### src/rtl/sensor_pkg.sv
// sensor_pkg: shared state encoding, config offsets and widths
// for the linear image sensor controller.
package sensor_pkg;

   typedef enum logic [2:0] {
      S_IDLE,
      S_CFG,
      S_INTEG,
      S_WAIT_SP,
      S_DATA,
      S_BLANK,
      S_DONE
   } state_t;

   localparam int CNT_W  = 32;
   localparam int FRM_W  = 16;
   localparam int CFG_AW = 8;
   localparam int CFG_DW = 32;

   localparam logic [CFG_AW-1:0] OFF_INTEG  = 8'd1;
   localparam logic [CFG_AW-1:0] OFF_BLANK  = 8'd2;
   localparam logic [CFG_AW-1:0] OFF_FRAMES = 8'd3;

   function automatic logic [FRM_W-1:0] sat_inc(input logic [FRM_W-1:0] v);
      return (&v) ? v : v + FRM_W'(1);
   endfunction

endpackage

### src/rtl/sensor_cfg_fetch.sv
// sensor_cfg_fetch: three back-to-back config reads while active,
// latched one cycle after each strobe; cfg_valid marks the last word.
module sensor_cfg_fetch
   import sensor_pkg::*;
#(
   parameter logic [CFG_AW-1:0] CFG_BASE = 8'h00
) (
   input  logic              clk,
   input  logic              rst,
   input  logic              active,
   input  logic [CFG_DW-1:0] cfg_ram_din,
   output logic              cfg_ram_rd_o,
   output logic [CFG_AW-1:0] cfg_ram_addr_o,
   output logic [CFG_DW-1:0] integ,
   output logic [CFG_DW-1:0] blank,
   output logic [CFG_DW-1:0] frames,
   output logic              cfg_valid
);

   logic [1:0]        step;
   logic [CFG_AW-1:0] off;

   always_ff @(posedge clk) begin
      if (rst || !active) begin
         step <= '0;
      end else if (step != 2'd3) begin
         step <= step + 2'd1;
      end
   end

   always_comb begin
      off = '0;
      case (step)
         2'd0:    off = OFF_INTEG;
         2'd1:    off = OFF_BLANK;
         2'd2:    off = OFF_FRAMES;
         default: off = '0;
      endcase
   end

   assign cfg_ram_rd_o   = active && (step != 2'd3);
   assign cfg_ram_addr_o = cfg_ram_rd_o ? CFG_BASE + off : '0;
   assign cfg_valid      = active && (step == 2'd3);

   // data for the strobe of step n arrives while step is n+1
   always_ff @(posedge clk) begin
      if (rst) begin
         integ  <= '0;
         blank  <= '0;
         frames <= '0;
      end else if (active) begin
         case (step)
            2'd1:    integ  <= cfg_ram_din;
            2'd2:    blank  <= cfg_ram_din;
            2'd3:    frames <= cfg_ram_din;
            default: ;
         endcase
      end
   end

endmodule

### src/rtl/linear_sensor_ctrl.sv
// linear_sensor_ctrl: multi-frame integrate / start-pulse / readout /
// blanking sequencer for G11620-class linear sensors with pixel stream.
module linear_sensor_ctrl
   import sensor_pkg::*;
#(
   parameter int              PIX_NUM    = 512,
   parameter int              ADC_W      = 16,
   parameter int              SP_TIMEOUT = 4096,
   parameter logic [CFG_AW-1:0] CFG_BASE = 8'h00
) (
   input  logic              clk,
   input  logic              rst,
   input  logic              start_in,
   input  logic              soft_reset_in,
   output logic              sensor_reset_o,
   output logic              sensor_clk_o,
   input  logic              ad_sp,
   input  logic [ADC_W-1:0]  adc_din,
   output logic              cfg_ram_rd_o,
   output logic [CFG_AW-1:0] cfg_ram_addr_o,
   input  logic [CFG_DW-1:0] cfg_ram_din,
   output logic [ADC_W-1:0]  pix_data_o,
   output logic              pix_valid_o,
   output logic              pix_first_o,
   output logic              pix_last_o,
   output logic [FRM_W-1:0]  frame_cnt_o,
   output logic              busy_o,
   output logic              done_o,
   output logic              timeout_o
);

   localparam int PIX_W = (PIX_NUM > 1) ? $clog2(PIX_NUM) : 1;
   localparam logic [PIX_W-1:0] PIX_END = PIX_W'(PIX_NUM - 1);
   localparam logic [CNT_W-1:0] SP_END  = CNT_W'(SP_TIMEOUT - 1);

   state_t             state, state_nxt;
   logic               start_q, start_rise;
   logic [CNT_W-1:0]   cnt;
   logic [PIX_W-1:0]   pix_cnt;
   logic [CFG_DW-1:0]  integ, blank, frames, integ_eff;
   logic               cfg_valid;
   logic [FRM_W-1:0]   frm_inc;
   logic               frame_end, to_evt;
   state_t             line_next;
   logic               valid_q, first_q, last_q;

   sensor_cfg_fetch #(
      .CFG_BASE (CFG_BASE)
   ) u_fetch (
      .clk            (clk),
      .rst            (rst),
      .active         (state == S_CFG),
      .cfg_ram_din    (cfg_ram_din),
      .cfg_ram_rd_o   (cfg_ram_rd_o),
      .cfg_ram_addr_o (cfg_ram_addr_o),
      .integ          (integ),
      .blank          (blank),
      .frames         (frames),
      .cfg_valid      (cfg_valid)
   );

   assign start_rise = start_in && !start_q;
   assign integ_eff  = (integ == '0) ? CFG_DW'(1) : integ;
   assign frm_inc    = sat_inc(frame_cnt_o);
   assign line_next  = (frames == '0 ||
                        {{(CFG_DW-FRM_W){1'b0}}, frm_inc} < frames)
                       ? S_INTEG : S_DONE;

   always_comb begin
      state_nxt = state;
      frame_end = 1'b0;
      to_evt    = 1'b0;
      if (state != S_IDLE && soft_reset_in) begin
         state_nxt = S_IDLE;
      end else begin
         unique case (state)
            S_IDLE:  if (start_rise) state_nxt = S_CFG;
            S_CFG:   if (cfg_valid) state_nxt = S_INTEG;
            S_INTEG: if (cnt == integ_eff - 32'd1) state_nxt = S_WAIT_SP;
            S_WAIT_SP: begin
               if (ad_sp) begin
                  state_nxt = S_DATA;
               end else if (cnt == SP_END) begin
                  to_evt    = 1'b1;
                  state_nxt = S_IDLE;
               end
            end
            S_DATA: begin
               // zero blanking skips the BLANK state entirely
               if (pix_cnt == PIX_END) begin
                  if (blank == '0) begin
                     frame_end = 1'b1;
                     state_nxt = line_next;
                  end else begin
                     state_nxt = S_BLANK;
                  end
               end
            end
            S_BLANK: begin
               if (cnt == blank - 32'd1) begin
                  frame_end = 1'b1;
                  state_nxt = line_next;
               end
            end
            S_DONE:  state_nxt = S_IDLE;
            default: state_nxt = S_IDLE;
         endcase
      end
   end

   always_ff @(posedge clk) begin
      if (rst) begin
         state       <= S_IDLE;
         start_q     <= 1'b0;
         cnt         <= '0;
         pix_cnt     <= '0;
         frame_cnt_o <= '0;
         pix_data_o  <= '0;
         valid_q     <= 1'b0;
         first_q     <= 1'b0;
         last_q      <= 1'b0;
         done_o      <= 1'b0;
         timeout_o   <= 1'b0;
      end else begin
         state   <= state_nxt;
         start_q <= start_in;
         cnt     <= (state_nxt != state || state == S_IDLE)
                    ? '0 : cnt + 32'd1;
         pix_cnt <= (state == S_DATA && state_nxt == S_DATA)
                    ? pix_cnt + PIX_W'(1) : '0;
         if (state == S_IDLE && start_rise) begin
            frame_cnt_o <= '0;
         end else if (frame_end) begin
            frame_cnt_o <= frm_inc;
         end
         if (state == S_DATA) pix_data_o <= adc_din;
         valid_q   <= (state == S_DATA) && !soft_reset_in;
         first_q   <= (state == S_DATA) && !soft_reset_in && pix_cnt == '0;
         last_q    <= (state == S_DATA) && !soft_reset_in && pix_cnt == PIX_END;
         done_o    <= (state == S_DONE) && !soft_reset_in;
         timeout_o <= to_evt;
      end
   end

   assign sensor_clk_o   = ~clk;
   assign busy_o         = (state != S_IDLE);
   assign sensor_reset_o = (state == S_INTEG) && !soft_reset_in;
   assign pix_valid_o    = valid_q && !soft_reset_in;
   assign pix_first_o    = first_q && !soft_reset_in;
   assign pix_last_o     = last_q && !soft_reset_in;

endmodule

### config.mk
export PLATFORM = sky130hd
export DESIGN_NAME = linear_sensor_ctrl
export DESIGN_NICKNAME = d
export VERILOG_FILES = /design/src/rtl/sensor_pkg.sv /design/src/rtl/sensor_cfg_fetch.sv /design/src/rtl/linear_sensor_ctrl.sv
export SDC_FILE = /design/constraint.sdc
export NUM_CORES = 1
export LEC_CHECK = 0
export BUFFER_PORTS_ARGS = -buffer_cell sky130_fd_sc_hd__buf_2
export CORE_AREA = 2 2 152 154
export DETAILED_ROUTE_END_ITERATION = 12
export DIE_AREA = 0 0 154 156
export PLACE_DENSITY = 0.65
export RECOVER_POWER = 25
export SYNTH_ARGS = -nofsm -noshare
export SYNTH_HDL_FRONTEND = slang
export SYNTH_SLANG_ARGS = --single-unit
### constraint.sdc
create_clock -name clk -period 11.6 [get_ports clk]
set_input_delay 1.16 -clock clk [delete_from_list [all_inputs] [get_ports clk]]
set_output_delay 1.16 -clock clk [all_outputs]
set_load 0.005 [all_outputs]
Word-level counts from Yosys, hierarchy flattened
Index checks and enable logic that the tools add are counted.
{"block": "word_totals", "out_inout_bits": 49, "inputBits": 53, "register_bits": 180, "wordCells": 97}
{"block": "op_classes", "reduce_logical": 35, "n_bitwise": 3, "eq_ne": 16, "n_addsub": 6, "mux": 21, "magnitude_cmp": 1}
{"operator": "32-bit logical NOT", "count": 3}
{"operator": "32-bit == test", "count": 2}
{"operator": "32-bit by 1-bit subtractor with 32-bit output (second input constant)", "count": 2}
{"operator": "32-bit by 1-bit adder with 32-bit output (second input constant)", "count": 1}
{"operator": "32-bit by 12-bit == test with 1-bit output (second input constant)", "count": 1}
{"operator": "16-bit by 32-bit < comparator with 1-bit output", "count": 1}
{"operator": "32-bit 2-to-1 mux", "count": 1}
{"operator": "3-bit 2-to-1 mux", "count": 10}
{"operator": "3-bit case mux with 6 select lines", "count": 1}
{"operator": "16-bit by 1-bit adder with 16-bit output (second input constant)", "count": 1}
{"operator": "16-bit 2-to-1 mux", "count": 1}
{"operator": "16-bit AND reduction", "count": 1}
{"operator": "1-bit logical AND", "count": 14}
{"operator": "3-bit == test (second input constant)", "count": 4}
{"operator": "9-bit by 1-bit adder with 9-bit output (second input constant)", "count": 1}
{"operator": "9-bit == test (second input constant)", "count": 1}
{"operator": "9-bit logical NOT", "count": 1}
{"operator": "3-bit by 2-bit == test with 1-bit output (second input constant)", "count": 2}
{"operator": "2-bit case mux with 3 select lines", "count": 1}
{"operator": "2-bit AND reduction", "count": 3}
{"operator": "2-bit OR reduction", "count": 3}
{"operator": "1-bit 2-to-1 mux", "count": 5}
{"operator": "2-bit == test (second input constant)", "count": 2}
{"operator": "4-bit OR reduction", "count": 1}
{"operator": "other kinds (13)", "count": 19}

Depth between registers and ports, before layout
Gate-level depths: netlist of the first run.
{"block": "depth", "ltp_word": 13, "ltp_mapped": 16, "ltp_nobuf": 15}

By module
A second synthesis of the first run with hierarchy kept.
{"block": "unflattened", "hier_cells": 1353, "hier_area_um2": 11447.2}
{"module": "linear_sensor_ctrl", "cells_per_inst": 980, "seq_area_each_um2": 1641.6, "instances": 1, "area_per_inst_um2": 7389.6}
{"module": "sensor_cfg_fetch", "cells_per_inst": 373, "seq_area_each_um2": 1961.9, "instances": 1, "area_per_inst_um2": 4057.6}

==> metrics.yaml, run 1 <==
outcome:
  status: "finished, violations left"
  violations: "capacitance limit, slew limit"
clock_network:
  cts_buffers: 17
  post_cts_buffers: 0
  insertion_delay_ns: 0.45
  htreeDepth: 4
  hold_buffers: 0
  path_clk_slew_ns: 0.08
  cts-resized-gates: 0
  cts-root-buf: "clkbuf_16"
  cts_tree: "done"
  clock_path_buffers: 2
global_routing:
  grt_max_degree: 65
  overflow: 0
  grt_pass1_vias: 8739
  track_usage: 0.244
  grt_pass1_wl_mm: 47.0
  antenna_found_initial: 0
power:
  intPower_mw: 0.977
  vdd_drop_max_mv: 0.0877
  p_per_area_nw_per_um2: 121
  clockPowerShare: 0.447
  p_leak_nw: 4.20
  finalPower_mw: 1.39
  power_frac_comb: 0.102
  power_frac_seq: 0.451
  switching_share: 0.296
  p_sw_mw: 0.410
route:
  vias: 9635
  drtPass1Iterations: 6
  ant_nets: 0
  drc: 0
  via_per_inst: 5.71
  wl_mm: 29.2
  wire_per_inst_um: 17.3
  drt_iter0_markers: 697
timing:
  worstMarginPinSlew_ns: 2.79
  fin_tns_setup_ns: 0
  finalWorstSetupSlack_ns: 4.08
  timing.hold.ws_ns: 0.455
  rsz0062_at_grt: "false"
  slew_headroom: -0.857
  finClkSkew_ns: 0.0168
  setup-violations-final: 0
  slew_viol_final: 158
  finalHoldViolCount: 0
critical_path:
  worst-r2r-setup-slack_ns: 7.09
  crit_path_frequent_cell: "clkbuf_16"
  cp_max_fo: 16
  crit_arrival_ns: 6.36
  startpoint_type: "clock port"
  critical_path_class: "clock port to output pin"
  cp_top_family: "buffers and inverters"
  cp-end-kind: "output pin"
  cp_num_buf_inv: 4
  critical_path.cell_chain: "clkbuf_16 -> clkbuf_16 -> inv_1 -> buf_2"
  cp_slowest_cell: "clkbuf_16"
  max_stage_delay_ns: 0.20
  cp.required_ns: 10.44
synthesis:
  yosysWarnings: 0
  yosysUniqueCellTypes: 74
  avgSynthCellArea_um2: 7.64
  synth_area_um2: 10400
  ys_ff_latch: 180
  async_flop_share: 0
  synthFlopType: "dfxtp_1"
  synth_edf_count: 0
  syn_inst: 1360
  seq_area_frac_synth: 0.347
finish:
  final_core_util: 0.514
  drive_gt1_frac: 0.102
  syn_to_final_growth_pct: 10.6
  layout_commonest_cell: "nand2_1"
  final_nets: 1470
  final_cell_mix: "nand2_1, dfxtp_1, a21oi_1, buf_2, xnor2_1"
  diodes: 0
job:
  cap_violations: 3
placement:
  post-place-ws_ns: 4.52
  place.gp.congestion: 0.969
  portBuffers: 95
  hpwlAfterDp_mm: 21.9
floorplan:
  die_h_um: 156
  core_area_um2: 22400
  dieArea_um2: 24000
  die_x_um: 154
  io-pin-count: 102
  initial_core_util: 0.464
  std_cell_rows: 55
hold_path:
  hp-class: "flip-flop to flip-flop"
metal layers:
metal | global-route usage | vias up | wire, um
li1 | - | 4819 | -
met2 | 0.401 | 248 | 13700
met3 | 0.0317 | 42 | 1180
met5 | 0 | - | 0
met4 | 0.0886 | 0 | 760
met1 | 0.330 | 4526 | 13500
Yosys cell counts, drive strengths merged (3+ instances only):
cell    number  area, um2
mux2         4       45.0
inv         36        135
nor4b        7       61.3
o31ai        9       67.6
or4         20        161
nor2b       18        113
nand2      283       1060
o31a         3       26.3
a31o         5       43.8
nand4       36        225
nor2        56        218
and2         5       31.3
and4         8       70.1
a311oi       4       35.0
ha          27        338
o211ai       5       37.5
or3         12       75.1
nand3       39        195
xnor2       72        631
nand3b       4       30.0
a21oi      135        679
mux2i       14        140
nor4        42        305
and3        19        119
buf         16        111
a21o         7       52.6
xor2        51        447
clkbuf      79        297
nor3        69        345
or2          6       37.5
o21a         9       67.6
a211o        3       26.3
dfxtp      180       3600
nor3b        6       45.0
nand2b       6       37.5
o21ai       23        115
a211oi       4       30.0
a31oi        7       43.8
through the flow:
stage,instances,instance area (um2)
floorplan,1365,10400
global placement,1656,10900
detailed placement,1656,10900
CTS,1688,11500
global route,1688,11500
finish,1688,11500
path summary, 6_finish.rpt:
path,endpoint,cells after the start,startpoint
max reg2reg,cnt[1]$_SDFF_PP0_,14,u_fetch.integ[20]$_SDFFE_PP0P_
min reg2reg,u_fetch.frames[23]$_SDFFE_PP0P_,2,u_fetch.frames[23]$_SDFFE_PP0P_
max,sensor_clk_o,4,clk
min,u_fetch.frames[23]$_SDFFE_PP0P_,2,u_fetch.frames[23]$_SDFFE_PP0P_
registers in the layout, indices dropped and copies added (netlist names):
register and flops:
done_o 1, u_fetch.step 2, last_q 1, u_fetch.integ 32, pix_cnt 9, timeout_o 1, u_fetch.frames 32, cnt 32
frame_cnt_o 16, first_q 1, pix_data_o 16, valid_q 1, state 3, u_fetch.blank 32, start_q 1
power by group through the flow:
stage / Sequential (mW) / Clock (mW) / Combinational, mW
after floorplan: 0.637 / 0.00197 / 0.101
after global placement: 0.640 / 0.00480 / 0.140
after detailed placement: 0.640 / 0.00480 / 0.139
after CTS: 0.626 / 0.631 / 0.141
after global routing: 0.627 / 0.657 / 0.155
final: 0.626 / 0.620 / 0.142
tightest hold or removal path: stages (launching register included):
cell,delay [ns]
dfxtp_1,0.31
nand2_1,0.05
a21oi_1,0.05
cells by family after synthesis:
group	after synthesis	share of synthesized area
fa+ha+maj	27	0.0325
flops	180	0.347
xor+xnor	123	0.104
mux	18	0.0178
simple gates	643	0.308
compound gates	237	0.139
other cells	1	0.000361
buf+inv	131	0.0523
area by class of cell:
type                            instances  area (um2)
Fill cell                            2246       10900
Multi-Input combinational cell       1054        6260
Sequential cell                       180        3600
Timing Repair Buffer                  100         488
Clock buffer                           18         430
Tap cell                              285         357
Clock inverter                         16         213
Inverter                               35         131
Note: power is estimated with default switching activity, not from simulation.
==> inputs of run 2 (changes only) <==
==> constraint.sdc (replaced) <==
create_clock -name clk -period 7.05 [get_ports clk]
set_input_delay 0.705 -clock clk [delete_from_list [all_inputs] [get_ports clk]]
set_output_delay 0.705 -clock clk [all_outputs]
set_load 0.005 [all_outputs]
==> metrics.yaml, run 2 (synthesis results as in run 1) <==
route:
  via_per_inst: 5.70  # about the same
  wl_mm: 29.5  # +1.2%
  drt_iter0_markers: 795  # +14%
  drtPass1Iterations: 5  # -1
  wire_per_inst_um: 17.5  # +1.2%
  drc: 0  # unchanged
  vias: 9628  # -0.073%
  ant_nets: 0  # unchanged
floorplan:
  core_area_um2: 22400  # unchanged
  initial_core_util: 0.464  # unchanged
  dieArea_um2: 24000  # unchanged
  std_cell_rows: 55  # unchanged
  io-pin-count: 102  # unchanged
  die_x_um: 154  # unchanged
  die_h_um: 156  # unchanged
hold_path:
  hp-class: "flip-flop to flip-flop"
  hold_path_startpoint: "u_fetch.frames[23]$_SDFFE_PP0P_"
placement:
  portBuffers: 95  # unchanged
  placed_cells: 1656  # unchanged
  post-place-ws_ns: 2.55  # -1.97 ns
  hpwlAfterDp_mm: 22.0  # +0.52%
  place.gp.congestion: 0.967  # -0.23%
timing:
  rsz0062_at_grt: "false"
  min_period_ns: 4.92
  finClkSkew_ns: 0.0185  # +0.00172 ns
  finalHoldViolCount: 0  # unchanged
  fmax_mhz: 203
  worstMarginPinSlew_ns: 2.83  # +0.0420 ns
  finalWorstSetupSlack_ns: 2.13  # -1.95 ns
  setup-violations-final: 0  # unchanged
  slew_viol_final: 125  # -21%
  slew_headroom: -0.885  # -0.0280
  period_share: 0.698
  fin_tns_setup_ns: 0  # unchanged
critical_path:
  crit_arrival_ns: 5.27  # -1.09 ns
  worstSetupStartpoint: "rst"
  startpoint_type: "primary input"
  cp-end-kind: "flip-flop"
  critical_path_class: "primary input to flip-flop"
  cp.required_ns: 7.40  # -3.04 ns
  cp_max_fo: 64  # +48
  worstReg2RegStart: "u_fetch.integ[20]$_SDFFE_PP0P_"
finish:
  final_cell_mix: "nand2_1, dfxtp_1, a21oi_1, buf_2, xnor2_1"
  final_nets: 1470  # unchanged
  syn_to_final_growth_pct: 10.7  # about the same
  diodes: 0  # unchanged
  final-instance-count-excl-fill: 1688  # unchanged
  drive_gt1_frac: 0.100  # -0.00143
  fillers: 2209  # -1.6%
  layout_commonest_cell: "nand2_1"
clock_network:
  clock_path_buffers: 2  # unchanged
  cts-resized-gates: 0  # unchanged
  cts_tree: "done"
  cts_buffers: 17  # unchanged
  htreeDepth: 4  # unchanged
  cts-root-buf: "clkbuf_16"
  insertion_delay_ns: 0.45  # about the same
  hold_buffers: 0  # unchanged
  path_clk_slew_ns: 0.08  # about the same
  post_cts_buffers: 0  # unchanged
job:
  cap_violations: 2  # -1
outcome:
  status: "finished, violations left"
  violations: "capacitance limit, slew limit"
global_routing:
  grt_max_degree: 65  # unchanged
  overflow: 0  # unchanged
  track_usage: 0.247  # +0.00247
  grt_pass1_wl_mm: 47.6  # +1.4%
  grt_pass1_vias: 8820  # +0.93%
  antenna_found_initial: 0  # unchanged
power:
  switching_share: 0.299  # +0.00308
  p_sw_mw: 0.686  # +67%
  clockPowerShare: 0.450  # +0.003
  power_frac_comb: 0.102  # about the same
  intPower_mw: 1.61  # +65%
  vdd_drop_max_mv: 0.158  # +81%
  p_leak_nw: 4.19  # -0.16%
  p_per_area_nw_per_um2: 200  # +66%
  power_frac_seq: 0.448  # -0.003
run 2: cell types whose count changed in the layout (fill, tap and decap cells not counted):
cell	change
inv_12	+2
clkinv_8	+1
buf_2	-2
and2_1	-1
inv_6	+1
inv_8	-4
and2_0	+1
clkbuf_1	+2
run 2: path summary, 6_finish.rpt:
| path | cells past startpoint | slack (ns) | endpoint |
|---|---|---|---|
| hold / removal | 2 | 0.46 | u_fetch.frames[23]$_SDFFE_PP0P_ |
| hold reg to reg | 2 | 0.46 | u_fetch.frames[23]$_SDFFE_PP0P_ |
| setup reg to reg | 14 | 2.45 | cnt[25]$_SDFF_PP0_ |
| setup / recovery | 4 | 2.13 | last_q$_SDFF_PP0_ |
run 2: per-layer routing:
metal	up-vias	global-route usage	wire length, um
li1	4817	-	-
met1	4533	0.334	13700
met2	237	0.408	14000
met3	41	0.0369	1210
met4	0	0.0730	697
met5	-	0	0
run 2: worst max-delay path: stages:
cell and delay (ns):
clkbuf_1 1.88, clkbuf_1 2.11, nor3_1 0.25, and2_1 0.31
run 2: power groups by stage:
stage               registers (mW)  logic (mW)  clock network (mW)
floorplan                     1.05       0.166             0.00325
global placement              1.05       0.231             0.00790
detailed placement            1.05       0.230             0.00790
CTS                           1.03       0.231                1.05
global route                  1.03       0.256                1.09
finish                        1.03       0.234                1.03
run 2: final cells by class:
cell class	count	area, um2	area share
timing repair buffer	100	485	0.0422
clock inverter	16	225	0.0196
sequential	180	3600	0.313
multi-input combinational	1054	6260	0.545
tap	285	357	0.0310
clock buffer	18	430	0.0374
inverter	35	131	0.0114
run 2: stage by stage:
step,area [um2],power [mW],utilization,hold WS [ns]
5_1_grt,11500,2.38,0.514,0.472
3_3_place_gp,10900,1.29,0.486,0.439
6_report,11500,2.30,0.514,0.456
3_5_place_dp,10900,1.29,0.486,0.443
4_1_cts,11500,2.31,0.515,0.455
2_1_floorplan,10400,1.22,-,0.436
==> inputs of run 3 (changes only) <==
==> constraint.sdc (replaced) <==
create_clock -name clk -period 4.55 [get_ports clk]
set_input_delay 0.455 -clock clk [delete_from_list [all_inputs] [get_ports clk]]
set_output_delay 0.455 -clock clk [all_outputs]
set_load 0.005 [all_outputs]
==> metrics.yaml, run 3 (synthesis results as in run 1) <==
outcome:
  status: "finished, violations left"
  violations: "capacitance limit, slew limit"
job:
  cap_violations: 1  # -1
timing:
  period_share: 0.929
  fmax_mhz: 236
  min_period_ns: 4.23
  setup-violations-final: 0  # unchanged
  worstMarginPinSlew_ns: 2.45  # -0.373 ns
  finClkSkew_ns: 0.0201  # +0.00160 ns
  finalHoldViolCount: 0  # unchanged
  slew_viol_final: 55  # -56%
  fin_tns_setup_ns: 0  # unchanged
  rsz0062_at_grt: "false"
  slew_headroom: -0.636  # +0.249
  timing.hold.ws_ns: 0.221  # -0.236 ns
  finalWorstSetupSlack_ns: 0.321  # -1.81 ns
route:
  ant_nets: 0  # unchanged
  wire_per_inst_um: 17.2  # -2.0%
  via_per_inst: 5.76  # +0.93%
  wl_mm: 29.2  # -1.3%
  drt_iter0_markers: 740  # -6.9%
  drtPass1Iterations: 6  # +1
  drc: 0  # unchanged
  vias: 9787  # +1.7%
global_routing:
  antenna_found_initial: 0  # unchanged
  grt_util_met1: 0.328  # -0.00562
  grt_max_degree: 70  # +7.7%
  overflow: 0  # unchanged
  grt-busiest-layer: "met2"
  track_usage: 0.241  # -0.00571
  grt_pass1_vias: 8691  # -1.5%
  grt_pass1_wl_mm: 46.4  # -2.5%
  groute.layer.met2.usage: 0.384  # -0.0243
  met3_usage: 0.0367  # -0.000278
floorplan:
  die_h_um: 156  # unchanged
  io-pin-count: 102  # unchanged
  die_x_um: 154  # unchanged
  core_area_um2: 22400  # unchanged
  initial_core_util: 0.464  # unchanged
  dieArea_um2: 24000  # unchanged
  std_cell_rows: 55  # unchanged
clock_network:
  path_clk_slew_ns: 0.09  # about the same
  cts-resized-gates: 0  # unchanged
  post_cts_buffers: 0  # unchanged
  hold_buffers: 0  # unchanged
  clock_path_buffers: 2  # unchanged
  cts-root-buf: "clkbuf_16"
  htreeDepth: 4  # unchanged
  insertion_delay_ns: 0.46  # about the same
  cts_buffers: 17  # unchanged
  cts_tree: "done"
critical_path:
  max_stage_delay_ns: 0.73  # -1.38 ns
  startpoint_type: "flip-flop"
  critical_path.cell_chain: "or4_1 -> nor4_4 -> a41oi_1 -> ha_1 -> nor4b_1 -> buf_4 -> and4_1 -> o21ai_0 -> o211ai_1 -> a22o_1 -> nor4_1 -> nand4_1 -> a22oi_2 -> buf_12 -> nor3_1"
  cp_num_buf_inv: 2  # unchanged
  cp_top_family: "simple AND/OR/NAND/NOR gates"
  cp_slowest_cell: "or4_1"
  cp_max_fo: 32  # -50%
  crit_arrival_ns: 4.55  # -0.72 ns
  cp.required_ns: 4.87  # -2.53 ns
  cp-end-kind: "flip-flop"
  critical_path_class: "flip-flop to flip-flop"
placement:
  hpwlAfterDp_mm: 21.6  # -1.6%
  place.gp.congestion: 0.995  # +2.8%
  placed_cells: 1668  # +0.72%
  place_area_um2: 11000  # +0.94%
  post-place-ws_ns: 0.400  # -2.15 ns
  portBuffers: 95  # unchanged
power:
  power_frac_comb: 0.107  # +0.005
  p_leak_nw: 4.24  # +1.0%
  finalPower_mw: 3.60  # +57%
  clockPowerShare: 0.451  # about the same
  switching_share: 0.300  # +0.00147
  p_sw_mw: 1.08  # +57%
  power_frac_seq: 0.442  # -0.006
  vdd_drop_max_mv: 0.243  # +54%
  intPower_mw: 2.52  # +56%
  p_per_area_nw_per_um2: 310  # +55%
finish:
  diodes: 0  # unchanged
  drive_gt1_frac: 0.105  # +0.00480
  final_core_util: 0.519  # +0.00481
  final_area_um2: 11600  # +0.94%
  syn_to_final_growth_pct: 11.7
  final_cell_mix: "nand2_1, dfxtp_1, a21oi_1, xnor2_1, buf_2"
  fillers: 2186  # -1.0%
  final_nets: 1482  # +0.82%
  final-instance-count-excl-fill: 1700  # +0.71%
  layout_commonest_cell: "nand2_1"
hold_path:
  hp-class: "primary input to flip-flop"
-- run 3: cell types whose count changed in the layout (fill, tap and decap cells not counted), moves of 2 or more --
cell	change
clkbuf_1	+5
clkinv_8	-2
buf_2	-7
buf_4	+12
inv_12	+2
-- run 3: area by class of cell --
type | instances | area, um2 | share of cell area
repair buffers | 112 | 584 | 0.0504
flip-flops and latches | 180 | 3600 | 0.311
clock buffers | 18 | 430 | 0.0371
well taps | 285 | 357 | 0.0307
inverters | 35 | 131 | 0.0113
clock inverters | 16 | 228 | 0.0196
multi-input cells | 1054 | 6270 | 0.540
-- run 3: worst reg2reg max path, stage by stage (launching register included) --
cell and delay (ns):
dfxtp_1 0.40, or4_1 0.74, nor4_4 0.39, a41oi_1 0.23, ha_1 0.32, nor4b_1 0.17, buf_4 0.16, and4_1 0.21
o21ai_0 0.15, o211ai_1 0.13, a22o_1 0.20, nor4_1 0.28, nand4_1 0.19, a22oi_2 0.24, buf_12 0.22, nor3_1 0.09
-- run 3: power by group through the flow --
stage	Sequential (mW)	Clock (mW)	Combinational, mW
floorplan	1.62	0.00503	0.258
global placement	1.63	0.0122	0.378
detailed placement	1.63	0.0122	0.378
CTS	1.59	1.65	0.380
global route	1.59	1.71	0.422
finish	1.59	1.62	0.387
-- run 3: path summary, 6_finish.rpt --
kind | start | end | slack [ns] | cells past startpoint
setup reg to reg | u_fetch.integ[20]$_SDFFE_PP0P_ | cnt[26]$_SDFF_PP0_ | 0.32 | 15
hold reg to reg | pix_data_o[15]$_SDFFE_PP0N_ | pix_data_o[15]$_SDFFE_PP0N_ | 0.45 | 2
setup / recovery | u_fetch.integ[20]$_SDFFE_PP0P_ | cnt[26]$_SDFF_PP0_ | 0.32 | 15
hold / removal | adc_din[9] | pix_data_o[9]$_SDFFE_PP0N_ | 0.22 | 3
-- run 3: metal layers --
metal / part of all wire / up-vias
met2: 0.46 / 283
met4: 0.030 / 0
met5: 0 / -
met1: 0.47 / 4591
met3: 0.044 / 63
li1: - / 4850
